===== config.mk =====
export PLATFORM = sky130hd
export DESIGN_NAME = tdc_sample_ctrl
export DESIGN_NICKNAME = d
export VERILOG_FILES = /design/src/rtl/tdc_sample_ctrl.sv
export SDC_FILE = /design/constraint.sdc
export NUM_CORES = 1
export LEC_CHECK = 0
export CAP_MARGIN = 40
export CORE_UTILIZATION = 55
export CTS_CLUSTER_DIAMETER = 200
export DETAILED_ROUTE_END_ITERATION = 8
export PLACE_DENSITY = 0.87
export SLEW_MARGIN = 25
export SYNTH_ARGS = -nofsm -noshare
export SYNTH_HDL_FRONTEND = slang
export SYNTH_SLANG_ARGS = --single-unit

===== constraint.sdc =====
create_clock -name clk -period 16.5 [get_ports clk]
set_input_delay 1.65 -clock clk [delete_from_list [all_inputs] [get_ports clk]]
set_output_delay 1.65 -clock clk [all_outputs]
set_load 0.02 [all_outputs]

===== src/rtl/tdc_sample_ctrl.sv =====
// Sequencer for a carry-chain TDC. It launches an edge into the chain, captures the
// chain after a programmable delay, and accumulates the sum, min, max and overflow of the popcounts over a burst.
module tdc_sample_ctrl #(
  parameter int N     = 128,
  parameter int ACC_W = 16
) (
  input  logic             clk,
  input  logic             clear,
  input  logic             start,
  input  logic [7:0]       num_samples,
  input  logic [3:0]       launch_dly,
  input  logic [N-1:0]     chain_regout,
  output logic             chain_carryin,
  output logic             chain_enable,
  output logic             chain_clear,
  output logic             busy,
  output logic             res_valid,
  input  logic             res_ready,
  output logic [ACC_W-1:0] res_sum,
  output logic [7:0]       res_min,
  output logic [7:0]       res_max,
  output logic             overflow
);

  typedef enum logic [3:0] {
    S_IDLE, S_CLR, S_LAUNCH, S_WAIT, S_CAPT, S_SETTLE, S_DECODE, S_ACC, S_DONE
  } state_t;

  localparam logic [7:0] FULL_POP = 8'(N);

  state_t         state, state_next;
  logic [7:0]     remaining;
  logic [3:0]     dly_q;
  logic [3:0]     dly_cnt;
  logic [7:0]     pop;
  logic [7:0]     pop_next;
  logic [ACC_W:0] sum_wide;

  // NOTE: clear has priority over every other input. A start that arrives in the same cycle is dropped.
  always_ff @(posedge clk) begin
    if (clear) state <= S_IDLE;
    else       state <= state_next;
  end

  // NOTE: state_next gets its default first, so the case arms never infer a latch.
  always_comb begin
    state_next = state;
    unique case (state)
      S_IDLE:   if (start) state_next = S_CLR;
      S_CLR:    state_next = S_LAUNCH;
      S_LAUNCH: state_next = (dly_q == 4'd0) ? S_CAPT : S_WAIT;
      S_WAIT:   if (dly_cnt == 4'd1) state_next = S_CAPT;
      S_CAPT:   state_next = S_SETTLE;
      S_SETTLE: state_next = S_DECODE;
      S_DECODE: state_next = S_ACC;
      S_ACC:    state_next = (remaining == 8'd1) ? S_DONE : S_CLR;
      S_DONE:   if (res_ready) state_next = S_IDLE;
      default:  state_next = S_IDLE;
    endcase
  end

  // Outputs are decoded from state_next and then registered, so each one is glitch-free
  // and lines up with the state it belongs to.
  always_ff @(posedge clk) begin
    if (clear) begin
      chain_carryin <= 1'b0;
      chain_enable  <= 1'b0;
      chain_clear   <= 1'b1;
      busy          <= 1'b0;
      res_valid     <= 1'b0;
    end else begin
      chain_carryin <= (state_next == S_LAUNCH) || (state_next == S_WAIT) ||
                       (state_next == S_CAPT);
      chain_enable  <= (state_next == S_CAPT);
      chain_clear   <= (state_next == S_CLR);
      busy          <= (state_next != S_IDLE);
      res_valid     <= (state_next == S_DONE);
    end
  end

  always_comb begin
    pop_next = 8'd0;
    for (int i = 0; i < N; i++) pop_next = pop_next + 8'(chain_regout[i]);
  end

  assign sum_wide = {1'b0, res_sum} + (ACC_W+1)'(pop);

  always_ff @(posedge clk) begin
    if (clear) begin
      remaining <= 8'd0;
      dly_q     <= 4'd0;
      dly_cnt   <= 4'd0;
      pop       <= 8'd0;
      res_sum   <= '0;
      res_min   <= 8'd0;
      res_max   <= 8'd0;
      overflow  <= 1'b0;
    end else begin
      unique case (state)
        S_IDLE: if (start) begin
          remaining <= (num_samples == 8'd0) ? 8'd1 : num_samples;
          dly_q     <= launch_dly;
          res_sum   <= '0;
          res_min   <= 8'hFF;
          res_max   <= 8'd0;
          overflow  <= 1'b0;
        end
        S_LAUNCH: dly_cnt <= dly_q;
        S_WAIT:   dly_cnt <= dly_cnt - 4'd1;
        S_DECODE: pop <= pop_next;
        S_ACC: begin
          // A carry out of the top bit means the sum has saturated at all-ones.
          res_sum   <= sum_wide[ACC_W] ? '1 : sum_wide[ACC_W-1:0];
          if (pop < res_min) res_min <= pop;
          if (pop > res_max) res_max <= pop;
          if (pop == FULL_POP) overflow <= 1'b1;
          remaining <= remaining - 8'd1;
        end
        default: ;
      endcase
    end
  end

endmodule


==> results.md <==
* Drt drc at 0
* Synth Flop Type: dfxtp_1
* Filler instances at ~960
* Reg2reg end: res_sum[13]
* CTS tree: built
* # H-tree levels at 3
* Final Non-Filler Cells at 1,161
* Synth-to-Final Area Change at 31.2%
* Die Ht at 117 um
* DRT Pass-1 Iters at 5
* Most common cell after layout, fill and taps aside: inv_1
* CP Launch Point: chain_regout[35]
* Clock buffer depth at 2
* Die Wd at 117 um
* Layout Nets at between 1,000 and 1,500
* Slew Limit Fails at 0
* Critical Path RT at 16,700 ps
* Endpoint kind of the worst setup timing path: flip-flop
* Buffers on Ports at ~180
* Root buf cell: clkbuf_16
* Post-Syn Nets at 1,126
* Antenna fix cells at 0
* CTS Buf Count at 9
* TritonCTS Sinks at 66
* Clock latency on the worst-skew pair at roughly 340 ps
* Syn Std Cell Area at 7240 um^2
* Slew headroom at about 49%
* Initial Util at 56.9%
* Clk slew on worst S/H paths at 60 ps
* First-pass GRT wire length at 27.3 mm
* Worst-Margin Slew at around 770 ps
* Critical path arrival at just under 9000 ps
* GPL Wtd Cong at ~0.91
* Post-synth EDFFs at 0
* Vias per inst at 5.26
* Hold Vio Cnt, Final at 0
* RSZ-0062 raised after global routing: no
* Max-Cap Viols at 0
* Most frequent cells in the layout: inv_1 (227), clkdlybuf4s50_1 (181), fa_1 (116)
* Maximum clock frequency at ~120 MHz
* #FFs+latches synth at 66
* Reg2reg path depth at 8
* Routed vias at between 6,000 and 7,000
* Layout cells sized above 1 at under 10%
* Gr ovfl total at 0
* Final setup violation count at 0
* Crit path to: pop[7]
* Skew final at roughly 7.5 ps
* Final TNS setup at 0 ps
* Ys async rst share at 0%
* Row count at 41
* 1st-iter DRT viols at 477
* Die area at 13,600 um^2
* R2R setup slack at roughly 14,000 ps
* Number of instances in the placed design at about 1,100
* CP Max Fanout at 3
* Setup CP Type: primary input to flip-flop
* Final Cycle Share at 52.1%
* Sequential share of the synthesized area at between 10% and 20%
* Syn avg cell area at 8.90 um^2
* Dpl hpwl at 14.1 mm
* CP Launch Type: primary input
* I/O pin total at about 180
* Core area at 12,700 um^2
* Hold Path Class: flip-flop to flip-flop
* Largest net degree at the start of global routing at 46
* Total Wirelength at 16.9 mm
* Total GRT Usage at around a quarter
* Antenna violations before repair at 0
* Yosys warning total at 0
* Outcome: completed
* Resized cells post-CTS at 0
* WL per Instance at 14.5 um
* Post-CTS setup buffer count at 0
* Vias in the first global route at 6,158
* Antenna-violating nets left at 0
* Netlist cell types at 62
* Post-Syn Instances at 814
* Worst R2R Start: pop[0]
* Post-layout minimum cycle time at 8600 ps
* # hold bufs at CTS at 0
[cells in the mapped netlist (2+ instances only)]
| cell type | number | area share (%) |
|---|---|---|
| clkbuf_1 | 15 | 0.78 |
| a32oi_1 | 3 | 0.36 |
| nand3_1 | 16 | 1.1 |
| and4_1 | 2 | 0.24 |
| xor2_1 | 3 | 0.36 |
| o21ai_0 | 32 | 2.2 |
| o2111ai_1 | 4 | 0.48 |
| o21bai_1 | 2 | 0.21 |
| buf_2 | 6 | 0.41 |
| buf_6 | 2 | 0.31 |
| dfxtp_1 | 66 | 18 |
| nor2b_1 | 5 | 0.43 |
| a22oi_1 | 7 | 0.73 |
| nor4b_1 | 2 | 0.24 |
| and2_1 | 2 | 0.17 |
| ha_1 | 52 | 9.0 |
| a21oi_1 | 48 | 3.3 |
| nand4b_1 | 2 | 0.24 |
| o221ai_1 | 2 | 0.24 |
| o311a_1 | 3 | 0.41 |
| a21o_1 | 7 | 0.73 |
| a21oi_4 | 2 | 0.45 |
| o311ai_0 | 2 | 0.24 |
| nor4_1 | 4 | 0.35 |
| inv_1 | 227 | 12 |
| o211ai_1 | 10 | 1.0 |
| nand4_1 | 5 | 0.43 |
| fa_1 | 116 | 32 |
| or3_1 | 5 | 0.43 |
| o21a_1 | 6 | 0.62 |
| and3_1 | 2 | 0.17 |
| or4_1 | 3 | 0.31 |
| a211oi_1 | 7 | 0.73 |
| nor2_1 | 33 | 1.7 |
| nor3_1 | 16 | 1.1 |
| a31oi_1 | 4 | 0.35 |
| nand2_1 | 46 | 2.4 |
| mux2i_1 | 15 | 2.1 |
| nand2b_1 | 7 | 0.60 |
[cells by family (layout without fill, tap and decap cells)]
family,after synthesis,after routing,share of synthesized area [%]
AOI/OAI and AO/OA,154,154,14.1
DFF,66,66,18.2
and+or+nand+nor,154,154,10.4
muxes,16,16,2.23
xor gates and xnor gates,4,4,0.484
adders and majority gates,168,168,41.0
buffers and inverters,252,427,13.4
[routing by layer]
metal	GRT usage [%]	vias up	wire length (um)
met5	0	-	0
met4	8.44	0	333
met3	4.05	30	1020
met2	49.0	223	9160
met1	29.5	2911	6360
li1	-	2941	-
[worst min path at each step]
stage	slack [ps]	end	start	cells past startpoint
2_1_floorplan	450	dly_cnt[1]	dly_cnt[1]	2
3_3_place_gp	460	dly_cnt[1]	dly_cnt[1]	2
3_5_place_dp	470	dly_cnt[1]	dly_cnt[1]	2
4_1_cts	470	dly_cnt[1]	dly_cnt[1]	2
5_1_grt	500	remaining[6]	remaining[6]	2
6_report	470	dly_cnt[1]	dly_cnt[1]	2
[layout make-up]
type | count | area (um^2) | area share [%]
clock buffers | 10 | 239 | 2.51
clock inverters | 6 | 90.1 | 0.948
inverters | 227 | 852 | 8.96
multi-input cells | 496 | 4950 | 52.1
flip-flops and latches | 66 | 1320 | 13.9
well taps | 172 | 215 | 2.26
repair buffers | 184 | 1840 | 19.3
[flip-flops by register name, summed over array words and instances (netlist names)]
signal and flops:
remaining 8, res_sum 16, chain_carryin 1, dly_q 4, res_max 8, chain_enable 1, state 4, overflow 1
pop 8, res_valid 1, res_min 8, chain_clear 1, dly_cnt 4, busy 1
[worst max-delay path, cell delays in order]
cell             delay, ps
clkdlybuf4s50_1        460
inv_1                   60
fa_1                   520
inv_1                   50
fa_1                   410
fa_1                   550
inv_1                   60
fa_1                   530
inv_1                   50
fa_1                   540
fa_1                   460
fa_1                   520
fa_1                   540
inv_1                   60
fa_1                   520
fa_1                   600
inv_1                   60
ha_1                   300
a211oi_1               300
o21bai_1               110
a21oi_1                220
nand4b_1               150
a21oi_1                 70
[through the flow]
step | utilization [%] | instance area, um^2 | setup slack [ps] | hold WS [ps]
after floorplan | - | 7240 | 8280 | 445
after global placement | 72.0 | 9170 | 7690 | 461
after detailed placement | 72.1 | 9180 | 7520 | 466
after CTS | 74.7 | 9510 | 7890 | 473
after global routing | 74.7 | 9510 | 7530 | 500
final | 74.7 | 9510 | 7900 | 474
Power is left out: the tool's default activity adds up to more than one toggle a clock period on the data nets, which glitch-free logic cannot reach.
